### config.mk
export PLATFORM = sky130hd
export DESIGN_NAME = tc_digital_io_ctrl
export DESIGN_NICKNAME = d
export VERILOG_FILES = /design/src/rtl/tc_digital_io_ctrl.sv
export SDC_FILE = /design/constraint.sdc
export NUM_CORES = 1
export LEC_CHECK = 0
export BUFFER_PORTS_ARGS = -buffer_cell sky130_fd_sc_hd__buf_2
export CORE_ASPECT_RATIO = 1.4
export CORE_UTILIZATION = 30
export CTS_CLUSTER_SIZE = 10
export DETAILED_ROUTE_END_ITERATION = 10
export HOLD_SLACK_MARGIN = 0.12
export PLACE_DENSITY_LB_ADDON = 0.12
export SLEW_MARGIN = 20
export SYNTH_ARGS = -nofsm -noshare
export SYNTH_HDL_FRONTEND = slang
export SYNTH_SLANG_ARGS = --single-unit
### constraint.sdc
create_clock -name clk_i -period 4.3 [get_ports clk_i]
set_input_delay 1.075 -clock clk_i [delete_from_list [all_inputs] [get_ports clk_i]]
set_output_delay 1.075 -clock clk_i [all_outputs]
set_load 0.005 [all_outputs]
### src/rtl/tc_digital_io_ctrl.sv
// Per-pad IO controller: registered core-to-pad drive/pull mapping, and a
// synchronised, debounced pad-to-core input with rise/fall edge pulses.
module tc_digital_io_ctrl #(
    parameter int unsigned SyncStages    = 2,
    parameter int unsigned DebounceWidth = 8,
    parameter logic        InResetVal    = 1'b0
) (
    input  logic                     clk_i,
    input  logic                     rst_ni,
    input  logic                     out_i,
    input  logic                     oe_i,
    input  logic [3:0]               drv_i,
    input  logic [1:0]               pull_sel_i,
    input  logic [DebounceWidth-1:0] debounce_i,
    output logic                     in_o,
    output logic                     rise_o,
    output logic                     fall_o,
    output logic                     pad_data_o,
    output logic                     pad_oe_no,
    output logic [3:0]               pad_drv_o,
    output logic                     pad_pu_en_o,
    output logic                     pad_pd_en_o,
    input  logic                     pad_data_i
);

    localparam int unsigned DrvWidth  = 4;
    localparam int unsigned PullWidth = 2;
    localparam logic [PullWidth-1:0] PullUp   = PullWidth'(2'b01);
    localparam logic [PullWidth-1:0] PullDown = PullWidth'(2'b10);

    logic                     r_pad_data;
    logic                     r_pad_oe_n;
    logic [DrvWidth-1:0]      r_pad_drv;
    logic                     r_pad_pu_en;
    logic                     r_pad_pd_en;

    logic [SyncStages-1:0]    r_sync;
    logic                     r_in;
    logic [DebounceWidth-1:0] r_cnt;
    logic                     r_rise;
    logic                     r_fall;

    logic                     w_s;
    logic [DebounceWidth-1:0] w_thr;
    logic                     w_in_nxt;
    logic [DebounceWidth-1:0] w_cnt_nxt;
    logic                     w_rise_nxt;
    logic                     w_fall_nxt;

    // Core-to-pad registers; reset leaves the pad undriven.
    always_ff @(posedge clk_i or negedge rst_ni) begin
        if (!rst_ni) begin
            r_pad_data  <= 1'b0;
            r_pad_oe_n  <= 1'b1;
            r_pad_drv   <= '0;
            r_pad_pu_en <= 1'b0;
            r_pad_pd_en <= 1'b0;
        end else begin
            r_pad_data  <= out_i;
            r_pad_oe_n  <= ~oe_i;
            r_pad_drv   <= drv_i;
            r_pad_pu_en <= (pull_sel_i == PullUp);
            r_pad_pd_en <= (pull_sel_i == PullDown);
        end
    end

    assign w_s = r_sync[SyncStages-1];

    // Debounce next-state: accept the synchronised level once it has differed
    // from the filtered level for max(N,1) consecutive cycles.
    always_comb begin
        w_in_nxt   = r_in;
        w_cnt_nxt  = '0;
        w_rise_nxt = 1'b0;
        w_fall_nxt = 1'b0;
        w_thr      = (debounce_i == '0) ? '0 : DebounceWidth'(debounce_i - DebounceWidth'(1));
        if (w_s != r_in) begin
            if (r_cnt >= w_thr) begin
                w_in_nxt   = w_s;
                w_rise_nxt = w_s;
                w_fall_nxt = ~w_s;
            end else if (r_cnt != '1) begin
                w_cnt_nxt = r_cnt + DebounceWidth'(1);
            end else begin
                w_cnt_nxt = r_cnt;
            end
        end
    end

    // Pad-to-core state: synchroniser chain, filter and edge pulses.
    always_ff @(posedge clk_i or negedge rst_ni) begin
        if (!rst_ni) begin
            r_sync <= {SyncStages{InResetVal}};
            r_in   <= InResetVal;
            r_cnt  <= '0;
            r_rise <= 1'b0;
            r_fall <= 1'b0;
        end else begin
            r_sync <= {r_sync[SyncStages-2:0], pad_data_i};
            r_in   <= w_in_nxt;
            r_cnt  <= w_cnt_nxt;
            r_rise <= w_rise_nxt;
            r_fall <= w_fall_nxt;
        end
    end

    assign pad_data_o  = r_pad_data;
    assign pad_oe_no   = r_pad_oe_n;
    assign pad_drv_o   = r_pad_drv;
    assign pad_pu_en_o = r_pad_pu_en;
    assign pad_pd_en_o = r_pad_pd_en;
    assign in_o        = r_in;
    assign rise_o      = r_rise;
    assign fall_o      = r_fall;

endmodule

==> flow_summary.yaml <==
timing:
  clock.fmax_ghz: 0.2699
  fin_tns_setup_ns: 0
  rsz0062_at_grt: "no"
  hold_viol: 0
  timing.final.ws_setup_ns: 0.5954
  worst_slew_pin_slew_ns: 0.4655
  finClkSkew_ns: 0.003779
  fin_crit_sh: 0.8615
  fin_crit_ns: 3.705
  maxSlewHeadroom: 0.6897
  finalMaxSlewViolations: 0
  setup_viol: 0
yosys:
  synth_fp_nets: 136
  yosysMostFrequentCell: "dfrtp_1"
  synth.largest_area_cell: "dfrtp_1"
  synthTopCellsByCount: "dfrtp_1 (20), ha_1 (10)"
  synth_area_sq_mm: 0.001094
  synth_top_flop_cell: "dfrtp_1"
  synth_area_leaders: "dfrtp_1 (46%), ha_1 (11%), a21oi_1 (3.7%)"
  synth_area_per_cell_sq_um: 10.22
  yosys_register_bits: 21
  ys_async_sr_fraction: 1.000
  synth_edf_count: 0
  yosysTopAreaCellShare: 0.4577
  ys_warn_count: 0
  syn_inst: 107
  ys_seq_area_frac: 0.4817
  ys_types: 26
cells_and_area:
  final_util: 0.3880
  drive_above_1_share: 0.2643
  regArea_sq_um: 526.8
  nNetsFinal: 170
  antenna_cells: 0
  area_growth_pct: 22.08
  multiInputGateArea_sq_um: 544.3
  nFillCells: 357
power_and_ir_drop:
  power_density_mw_per_mm2: 356.0
  max-vdd-ir-drop_mv: 0.2613
  leakagePower_nw: 0.6410
clock_tree:
  cts_tree: "yes"
  postCtsSetupBuffers: 0
  cts_sinks: 21
  h-tree-depth: 1
  cts_root_buffer: "clkbuf_8"
  insertion_delay_ns: 0.26
  ctsHoldBuffers: 0
  ctsResizeCount: 0
  path_clk_slew_ns: 0.07
  numCtsBuffers: 3
  clk_path_buf_depth: 2
placement:
  gp_congestion: 0.7382
  io_buffers: 29
  pre_cts_slack_ns: 0.3202
  hpwl_mm: 1.698
job:
  maxCapViolations: 0
global_routing:
  first_global_vias: 880
  grt_max_degree: 22
  grt_pass1_wl_mm: 3.622
  grt_antenna_before_repair: 0
  grt_use_total: 0.1268
  grt.overflow.total: 0
floorplanning:
  start_util: 0.3178
  die_w_um: 53.03
  io_pins: 30
  core-area_sq_mm: 0.003441
  num_rows: 25
  die_area_sq_mm: 0.003894
  die_h_um: 73.44
routing:
  wirelength_mm: 2.094
  vias_per_cell: 4.928
  vias: 887
  dr.pass1.iters: 4
  postRouteAntennaNets: 0
  avgRoutedWirePerCell_um: 11.63
  drcViolationCount: 0
  drt_iter0_markers: 6
worst_setup_path:
  required_ns: 4.45
  critPathMaxFanout: 6
  critPathArrivalTime_ns: 3.85
  start_kind: "input port"
  crit_type: "in2reg"
  end_kind: "flip-flop"
run_status:
  status: "completed"
min_path:
  hold_path_class: "reg2reg"
==> cell type report <==
cell class / instances / area share
repair buffers: 29 / 0.1087
clock inverters: 1 / 0.003749
multi-input cells: 80 / 0.4077
flip-flops and latches: 21 / 0.3946
clock buffers: 3 / 0.03093
well taps: 40 / 0.03749
inverters: 6 / 0.01687
==> logic make-up (layout without fill, tap and decap cells) <==
logic type               Yosys count  after routing  synth area share
AND/OR/NAND/NOR                   41             41            0.2025
AO/OA/AOI/OAI                     21             21            0.1133
flip-flops                        21             21            0.4817
adder cells (fa/ha/maj)           10             10            0.1144
XOR/XNOR                           6              6           0.04806
buffers and inverters              6             39           0.02059
multiplexers                       2              2           0.01945
==> per-layer routing <==
layer / vias to the layer above / share of wire / GRT usage
met2: 30 / 0.50 / 0.2250
met3: 2 / 0.052 / 0.02484
met4: 0 / 0.012 / 0.04678
li1: 443 / - / -
met5: - / 0 / 0
met1: 412 / 0.43 / 0.1468
==> worst max-delay path, stage by stage <==
cell	delay (ns)
buf_2	0.10
inv_1	0.06
ha_1	0.16
nor2b_1	0.27
nand3b_1	0.17
or3_1	0.41
and2_1	0.20
ha_1	0.27
nand2b_4	0.13
a2111o_1	0.41
a21oi_1	0.24
mux2_2	0.36
==> flip-flops by register name (all words and copies together) (netlist names) <==
name         cells
pad_oe_no        1
pad_pd_en_o      1
r_sync           2
pad_data_o       1
r_cnt            8
pad_pu_en_o      1
pad_drv_o        4
rise_o           1
fall_o           1
in_o             1
==> stage by stage <==
step	std cells	power, W	hold slack, ns	area (sq um)
floorplan	107	0.0003140	0.3312	1094
global placement	176	0.0003534	0.3352	1289
detailed placement	176	0.0003557	0.3364	1289
CTS	180	0.0004836	0.3547	1335
global route	180	0.0005122	0.3637	1335
finish	180	0.0004752	0.3514	1335
==> cell usage in the layout (no fill, tap or decap), drive strengths merged, types with 3 or more instances in the layout <==
master,netlist,final
xor2,3,3
nand4,3,3
xnor2,3,3
nor3b,3,3
ha,10,10
buf,0,29
clkbuf,0,3
nor3,4,4
or3,3,3
dfrtp,20,20
nor2,8,8
nor2b,5,5
inv,6,6
o21ai,8,8
nand2,8,8
a21oi,8,8
==> final timing paths <==
path	depth (start not counted)	slack, ns	to	from
worst max register to register	6	2.30	in_o	r_cnt[0]
worst min register to register	0	0.35	r_sync[1]	r_sync[0]
worst max-delay path	12	0.60	in_o	debounce_i[0]
min in group asynchronous	1	0.76	pad_pd_en_o	rst_ni
max in group asynchronous	1	3.20	pad_oe_no	rst_ni
worst min-delay path	0	0.35	r_sync[1]	r_sync[0]
==> report_power, final <==
part           switching, W  internal [W]  total [W]
logic             0.0000581     0.0000579   0.000116
registers         0.0000168      0.000217   0.000234
clock network     0.0000606     0.0000645   0.000125
(Power assumes the default switching activity.)
